--- src/rtl/atm_pkg.sv ---
// Shared types and constants for the ATM cash dispenser: FSM states, note codes,
// note values and failure codes.
package atm_pkg;

  typedef enum logic [2:0] {
    StIdle,
    StCheck,
    StPlan,
    StDispense,
    StFinish,
    StFail
  } state_e;

  localparam logic [1:0] DEN_NONE = 2'b00;
  localparam logic [1:0] DEN_100  = 2'b01;
  localparam logic [1:0] DEN_500  = 2'b10;
  localparam logic [1:0] DEN_2000 = 2'b11;

  localparam int unsigned VAL_100  = 100;
  localparam int unsigned VAL_500  = 500;
  localparam int unsigned VAL_2000 = 2000;

  localparam logic [1:0] ERR_NONE   = 2'b00;
  localparam logic [1:0] ERR_AMOUNT = 2'b01;
  localparam logic [1:0] ERR_STOCK  = 2'b10;

endpackage

--- src/rtl/atm_cash_dispenser_if.sv ---
// Controller/feeder side of the dispenser: request, note handshake, status and stock.
interface atm_cash_dispenser_if #(
  parameter int unsigned AMT_W = 16,
  parameter int unsigned CNT_W = 8
) ();

  logic             start;
  logic [AMT_W-1:0] amount;
  logic             note_ack;
  logic             note_valid;
  logic [1:0]       note_denom;
  logic             busy;
  logic             done;
  logic             error;
  logic [1:0]       err_code;
  logic [CNT_W-1:0] stock_2000;
  logic [CNT_W-1:0] stock_500;
  logic [CNT_W-1:0] stock_100;

  modport master (
    output start, amount, note_ack,
    input  note_valid, note_denom, busy, done, error, err_code,
    input  stock_2000, stock_500, stock_100
  );

  modport slave (
    input  start, amount, note_ack,
    output note_valid, note_denom, busy, done, error, err_code,
    output stock_2000, stock_500, stock_100
  );

endinterface

--- src/rtl/atm_cassette.sv ---
// One note cassette: stock counter reloaded on reset, decremented per accepted note.
module atm_cassette #(
  parameter int unsigned CNT_W = 8,
  parameter int unsigned INIT  = 0
) (
  input  logic             clock,
  input  logic             reset,
  input  logic             dec_i,
  output logic [CNT_W-1:0] count_o
);

  logic [CNT_W-1:0] count_q;

  always_ff @(posedge clock) begin
    if (reset) begin
      count_q <= CNT_W'(INIT);
    end else if (dec_i) begin
      count_q <= count_q - CNT_W'(1);
    end
  end

  assign count_o = count_q;

endmodule

--- src/rtl/atm_cash_dispenser.sv ---
// Plans a greedy note breakdown against cassette stock, then feeds notes one at a
// time over valid/ack and reports done or a coded failure.
module atm_cash_dispenser
  import atm_pkg::*;
#(
  parameter int unsigned AMT_W     = 16,
  parameter int unsigned CNT_W     = 8,
  parameter int unsigned MAX_AMT   = 20000,
  parameter int unsigned INIT_2000 = 20,
  parameter int unsigned INIT_500  = 40,
  parameter int unsigned INIT_100  = 100
) (
  input  logic clock,
  input  logic reset,
  atm_cash_dispenser_if.slave bus
);

  state_e           state_q;
  logic [AMT_W-1:0] rem_q;
  logic [CNT_W-1:0] p2000_q, p500_q, p100_q;
  logic             note_valid_q;
  logic [1:0]       note_denom_q;
  logic             busy_q, done_q, error_q;
  logic [1:0]       err_code_q;

  logic [CNT_W-1:0] stock_2000, stock_500, stock_100;
  logic             ack_fire, dec_2000, dec_500, dec_100;
  logic [CNT_W-1:0] p2000_nx, p500_nx, p100_nx;
  logic             any_left;
  logic [1:0]       next_denom;

  // Plan counts after this cycle's handshake; decide what is presented next.
  always_comb begin
    ack_fire   = note_valid_q & bus.note_ack;
    dec_2000   = ack_fire && (note_denom_q == DEN_2000);
    dec_500    = ack_fire && (note_denom_q == DEN_500);
    dec_100    = ack_fire && (note_denom_q == DEN_100);
    p2000_nx   = p2000_q - CNT_W'(dec_2000);
    p500_nx    = p500_q - CNT_W'(dec_500);
    p100_nx    = p100_q - CNT_W'(dec_100);
    any_left   = (p2000_nx != '0) || (p500_nx != '0) || (p100_nx != '0);
    next_denom = DEN_NONE;
    if (p2000_nx != '0) begin
      next_denom = DEN_2000;
    end else if (p500_nx != '0) begin
      next_denom = DEN_500;
    end else if (p100_nx != '0) begin
      next_denom = DEN_100;
    end
  end

  always_ff @(posedge clock) begin
    if (reset) begin
      state_q      <= StIdle;
      rem_q        <= '0;
      p2000_q      <= '0;
      p500_q       <= '0;
      p100_q       <= '0;
      note_valid_q <= 1'b0;
      note_denom_q <= DEN_NONE;
      busy_q       <= 1'b0;
      done_q       <= 1'b0;
      error_q      <= 1'b0;
      err_code_q   <= ERR_NONE;
    end else begin
      done_q  <= 1'b0;
      error_q <= 1'b0;
      unique case (state_q)
        StIdle: begin
          if (bus.start) begin
            rem_q      <= bus.amount;
            p2000_q    <= '0;
            p500_q     <= '0;
            p100_q     <= '0;
            err_code_q <= ERR_NONE;
            busy_q     <= 1'b1;
            state_q    <= StCheck;
          end
        end
        StCheck: begin
          if (rem_q == '0 || rem_q > AMT_W'(MAX_AMT)) begin
            err_code_q <= ERR_AMOUNT;
            error_q    <= 1'b1;
            busy_q     <= 1'b0;
            state_q    <= StFail;
          end else begin
            state_q <= StPlan;
          end
        end
        StPlan: begin
          if (rem_q >= AMT_W'(VAL_2000) && p2000_q < stock_2000) begin
            p2000_q <= p2000_q + CNT_W'(1);
            rem_q   <= rem_q - AMT_W'(VAL_2000);
          end else if (rem_q >= AMT_W'(VAL_500) && p500_q < stock_500) begin
            p500_q <= p500_q + CNT_W'(1);
            rem_q  <= rem_q - AMT_W'(VAL_500);
          end else if (rem_q >= AMT_W'(VAL_100) && p100_q < stock_100) begin
            p100_q <= p100_q + CNT_W'(1);
            rem_q  <= rem_q - AMT_W'(VAL_100);
          end else if (rem_q == '0) begin
            if (any_left) begin
              note_valid_q <= 1'b1;
              note_denom_q <= next_denom;
              state_q      <= StDispense;
            end else begin
              done_q  <= 1'b1;
              busy_q  <= 1'b0;
              state_q <= StFinish;
            end
          end else begin
            // Sub-100 residue means the amount itself is bad, otherwise stock ran out.
            err_code_q <= (rem_q < AMT_W'(VAL_100)) ? ERR_AMOUNT : ERR_STOCK;
            error_q    <= 1'b1;
            busy_q     <= 1'b0;
            state_q    <= StFail;
          end
        end
        StDispense: begin
          p2000_q <= p2000_nx;
          p500_q  <= p500_nx;
          p100_q  <= p100_nx;
          if (any_left) begin
            note_denom_q <= next_denom;
          end else begin
            note_valid_q <= 1'b0;
            note_denom_q <= DEN_NONE;
            done_q       <= 1'b1;
            busy_q       <= 1'b0;
            state_q      <= StFinish;
          end
        end
        StFinish: state_q <= StIdle;
        StFail:   state_q <= StIdle;
        default:  state_q <= StIdle;
      endcase
    end
  end

  atm_cassette #(.CNT_W(CNT_W), .INIT(INIT_2000)) u_cas_2000 (
    .clock   (clock),
    .reset   (reset),
    .dec_i   (dec_2000),
    .count_o (stock_2000)
  );

  atm_cassette #(.CNT_W(CNT_W), .INIT(INIT_500)) u_cas_500 (
    .clock   (clock),
    .reset   (reset),
    .dec_i   (dec_500),
    .count_o (stock_500)
  );

  atm_cassette #(.CNT_W(CNT_W), .INIT(INIT_100)) u_cas_100 (
    .clock   (clock),
    .reset   (reset),
    .dec_i   (dec_100),
    .count_o (stock_100)
  );

  assign bus.note_valid = note_valid_q;
  assign bus.note_denom = note_denom_q;
  assign bus.busy       = busy_q;
  assign bus.done       = done_q;
  assign bus.error      = error_q;
  assign bus.err_code   = err_code_q;
  assign bus.stock_2000 = stock_2000;
  assign bus.stock_500  = stock_500;
  assign bus.stock_100  = stock_100;

endmodule

--- src/flat_wrapper.sv ---
// flat-port wrapper written by rule: the top's interface ports become plain ports
module atm_cash_dispenser_flat import atm_pkg::*;
#(
  parameter int unsigned AMT_W     = 16,
  parameter int unsigned CNT_W     = 8,
  parameter int unsigned MAX_AMT   = 20000,
  parameter int unsigned INIT_2000 = 20,
  parameter int unsigned INIT_500  = 40,
  parameter int unsigned INIT_100  = 100
)
  (clock, reset, bus_start, bus_amount, bus_note_ack, bus_note_valid, bus_note_denom, bus_busy, bus_done, bus_error, bus_err_code, bus_stock_2000, bus_stock_500, bus_stock_100);
  atm_cash_dispenser_if #(.AMT_W(AMT_W), .CNT_W(CNT_W)) bus_i ();
  input  logic clock;
  input  logic reset;
  input wire logic [$bits(bus_i.start)-1:0] bus_start;
  input wire logic [$bits(bus_i.amount)-1:0] bus_amount;
  input wire logic [$bits(bus_i.note_ack)-1:0] bus_note_ack;
  output wire logic [$bits(bus_i.note_valid)-1:0] bus_note_valid;
  output wire logic [$bits(bus_i.note_denom)-1:0] bus_note_denom;
  output wire logic [$bits(bus_i.busy)-1:0] bus_busy;
  output wire logic [$bits(bus_i.done)-1:0] bus_done;
  output wire logic [$bits(bus_i.error)-1:0] bus_error;
  output wire logic [$bits(bus_i.err_code)-1:0] bus_err_code;
  output wire logic [$bits(bus_i.stock_2000)-1:0] bus_stock_2000;
  output wire logic [$bits(bus_i.stock_500)-1:0] bus_stock_500;
  output wire logic [$bits(bus_i.stock_100)-1:0] bus_stock_100;
  assign bus_i.start = bus_start;
  assign bus_i.amount = bus_amount;
  assign bus_i.note_ack = bus_note_ack;
  assign bus_note_valid = bus_i.note_valid;
  assign bus_note_denom = bus_i.note_denom;
  assign bus_busy = bus_i.busy;
  assign bus_done = bus_i.done;
  assign bus_error = bus_i.error;
  assign bus_err_code = bus_i.err_code;
  assign bus_stock_2000 = bus_i.stock_2000;
  assign bus_stock_500 = bus_i.stock_500;
  assign bus_stock_100 = bus_i.stock_100;
  atm_cash_dispenser #(.AMT_W(AMT_W), .CNT_W(CNT_W), .MAX_AMT(MAX_AMT), .INIT_2000(INIT_2000), .INIT_500(INIT_500), .INIT_100(INIT_100)) u_core (.clock(clock), .reset(reset), .bus(bus_i));
endmodule
--- config.mk ---
export PLATFORM = sky130hd
export DESIGN_NAME = atm_cash_dispenser_flat
export DESIGN_NICKNAME = d
export VERILOG_FILES = /design/src/rtl/atm_pkg.sv /design/src/rtl/atm_cash_dispenser_if.sv /design/src/rtl/atm_cassette.sv /design/src/rtl/atm_cash_dispenser.sv /design/src/flat_wrapper.sv
export SDC_FILE = /design/constraint.sdc
export NUM_CORES = 1
export LEC_CHECK = 0
export BUFFER_PORTS_ARGS = -buffer_cell sky130_fd_sc_hd__buf_2
export CAP_MARGIN = 20
export CORE_UTILIZATION = 65
export CTS_CLUSTER_SIZE = 24
export DETAILED_ROUTE_END_ITERATION = 8
export PLACE_DENSITY = 0.94
export SLEW_MARGIN = 25
export SYNTH_ARGS = -nofsm -noshare
export SYNTH_HDL_FRONTEND = slang
export SYNTH_HIERARCHICAL = 1
export SYNTH_SLANG_ARGS = --single-unit
--- constraint.sdc ---
create_clock -name clock -period 10.3 [get_ports clock]
set_clock_uncertainty 0.2 [all_clocks]
set_input_delay 0.515 -clock clock [delete_from_list [all_inputs] [get_ports clock]]
set_output_delay 0.515 -clock clock [all_outputs]
set_load 0.01 [all_outputs]
==> metrics <==
largest fanout on the critical path=7; post-synthesis instance total=737; number of hold-repair buffers added at the cts stage=0; top_reg_cell synth=dfxtp_1; library cell contributing the largest single delay on the critical path=nor3_1; count of nets after finishing=818; initial cell density of the core=0.676; power density of the placed cells=235 nW/µm²; share of post-route cells with drive strength above 1=0.129; post-synthesis instance area=5610 µm²; setup slack on the worst flop-to-flop path=6.24 ns; total congestion overflow=0; data required time at the worst endpoint=10.36 ns; Diodes inserted=0; routed wire length per instance=16.9 µm; Clock Power Share=0.189; part of the Yosys area used for sequential elements=0.268; synth unique cells=78; count of input and output buffers=51; peak clock frequency supported by timing=246 MHz; number of H-tree levels=3; type of element launching the critical path=flop; wire length after detailed routing=14.7 mm; placement row count=33; portion of synthesized cell area occupied by the leading cell type=0.268; Comb power frac=0.517; area delta synth->final=7.87%; TritonCTS clock tree=yes; largest cells by area after synthesis=dfxtp_1 (27%), ha_1 (9.4%), a21oi_1 (5.4%), nor2_1 (4.3%), o21ai_0 (4.1%); Min-Delay Path Class=input pin to flop; initial antenna violation count=0; area of the die=9010 µm²; peak ir drop on the vdd network=173 µV; R2R Path Start=u_core/bus.note_valid; clock slew at reported path FFs=0.09 ns; number of design-rule violations left by the first detailed-router iteration=498; total CTS buffers=9; Hold Fails Final Rpt=0; maximum number of pins on one net before global-route repair=84; average cell area after synthesis=7.61 µm²; leak pwr=2.35 nW; Hold Crit Start=bus_amount[0]; Yosys Warn Count=6; Routed Antenna Nets=0; cells along the critical path=nand2_1 -> nor3_1 -> ha_1 -> nand2b_1 -> or4_1 -> xnor2_1 -> nor4b_1 -> a31oi_1 -> o31ai_1 -> nor2_1 -> a211oi_1; via count of the first global-routing pass=5,322; Final setup viols=0; Clk Tree Root Cell=clkbuf_8; Hold Worst Slack=0.231 ns; most frequent cells after synthesis=dfxtp_1 (75), nor2_1 (64), a21oi_1 (60); post-synthesis async set-or-reset flop share=0; #FFs+latches synth=75; later-pin clock latency in the skew report=0.36 ns; detailed-route via count=5,867; dominant cell type by area after synthesis=dfxtp_1; kind of capture point of the worst setup path=flop; Pins Over Slew Limit=0; cell internal pwr=0.743 mW; die span in y=94.9 µm; Max Cap Viol=0; setup repair after global routing missed its margin=false; global-route wire length before repair=24.1 mm; worst r2r path cells=11; horizontal die dimension=94.9 µm; FF+latch area=1500 µm²; capture endpoint of the worst hold path=u_core/rem_q[0]; clock sinks=75; global-route usage over all layers=0.334; area used by multi-input combinational logic=3720 µm²; HPWL after DPL=9.91 mm; Slew HR=0.368; post-route minimum period=4.06 ns; post-detailed-route DRC marker count=0; Std-Cell Core Area=8300 µm²; Largest stage delay, worst path=0.65 ns; I/O Pins=52; number of synthesized flops with an enable pin=0; total of cells resized after clock tree synthesis=0; endpoint arrival time on the critical path=4.12 ns; net count of the mapped netlist=799; switching power share of the total=0.477; outcome=complete, no violations; number of buffers on the longest clock path=2; setup TNS=0 ns; Least-Margin Pin Slew=0.946 ns; critical path class=flop to flop; sequential share of power=0.294; worst r2r dst=u_core/bus.note_denom[0]; number of fill cells in the layout=638; DR pass1 iterations=5; Sw Pwr=0.679 mW; Final GP Congestion=0.952; period utilization=0.394; buffers inserted by post-CTS timing repair=0; number of vias per cell=6.77; number of cells on the worst hold path=3; library cell with the highest instance count after synthesis=dfxtp_1
[cell usage in the layout, fill, tap and decap left out, types with 9 or more instances in the layout]
cell type  instances
nor3_1            23
dfxtp_1           75
nand2b_1          15
inv_1             49
a211oi_1          20
o31ai_1            9
buf_2             51
clkbuf_8          11
o21ai_0           46
nand3_1           23
nand2_1           55
nor4_1            12
nand4_1           12
a21oi_1           60
nor2_1            64
ha_1              42
or3_1             10
nand3b_1          12
[per-layer routing]
layer	up-vias	global-route usage	part of all wire
li1	2762	-	-
met1	2728	0.411	0.41
met2	308	0.566	0.47
met3	69	0.0459	0.072
met4	0	0.169	0.042
met5	-	0	0
[cell type report]
type | count | area share
Clock inverter | 5 | 0.0139
Sequential cell | 75 | 0.248
Inverter | 50 | 0.0310
Tap cell | 105 | 0.0217
Clock buffer | 11 | 0.0250
Timing Repair Buffer | 54 | 0.0459
Multi-Input combinational cell | 566 | 0.614
[sequential cells by signal, indices dropped and copies added (netlist names)]
| name | cells |
|---|---|
| u_core/bus.note_denom | 2 |
| u_core/u_cas_2000/count_o | 8 |
| u_core/p100_q | 8 |
| u_core/p2000_q | 8 |
| u_core/bus.note_valid | 1 |
| u_core/bus.done | 1 |
| u_core/bus.error | 1 |
| u_core/rem_q | 16 |
| u_core/bus.busy | 1 |
| u_core/u_cas_100/count_o | 8 |
| u_core/state_q | 3 |
| u_core/p500_q | 8 |
| u_core/bus.err_code | 2 |
| u_core/u_cas_500/count_o | 8 |
[power groups by stage]
stage	clock [mW]	sequential, mW	combinational, mW
4_1_cts	0.272	0.412	0.710
6_report	0.269	0.418	0.735
3_5_place_dp	0	0.418	0.702
3_3_place_gp	0	0.415	0.674
2_1_floorplan	0	0.380	0.606
5_1_grt	0.286	0.424	0.801
[how the worst max path moves through the flow]
| stage | start | slack, ns | endpoint |
|---|---|---|---|
| finish | u_core/bus.note_valid | 6.24 | u_core/bus.note_denom[0] |
| global route | u_core/bus.note_valid | 5.94 | u_core/bus.note_denom[1] |
| CTS | u_core/bus.note_valid | 6.28 | u_core/bus.note_denom[0] |
| detailed placement | bus_note_ack | 6.08 | u_core/bus.note_denom[0] |
| global placement | bus_note_ack | 6.32 | u_core/bus.note_denom[1] |
| floorplan | bus_note_ack | 6.74 | u_core/bus.note_denom[1] |
[critical path: cells and delay by family, from the launching register on]
kind,cells,cell delay [ns]
adders and majority gates,1,0.32
AOI/OAI and AO/OA,3,0.95
xor gates and xnor gates,1,0.16
and+or+nand+nor,6,1.95
DFF,1,0.38
[logic make-up after synthesis]
family | Yosys count | synth area share
AO/OA/AOI/OAI | 226 | 0.272
XOR/XNOR | 13 | 0.0203
adder cells (fa/ha/maj) | 42 | 0.0937
buffers and inverters | 96 | 0.0709
flip-flops | 75 | 0.268
multiplexers | 9 | 0.0163
AND/OR/NAND/NOR | 276 | 0.260
[per-stage QoR]
step	cells	power, mW	util	cell area, µm²	setup WS, ns
2_1_floorplan	737	0.986	-	5610	6.74
3_3_place_gp	850	1.09	0.700	5810	6.32
3_5_place_dp	850	1.12	0.700	5810	6.08
4_1_cts	866	1.39	0.728	6050	6.28
5_1_grt	866	1.51	0.729	6050	5.94
6_report	866	1.42	0.729	6050	6.24
Note: power is estimated with default switching activity, not from simulation.
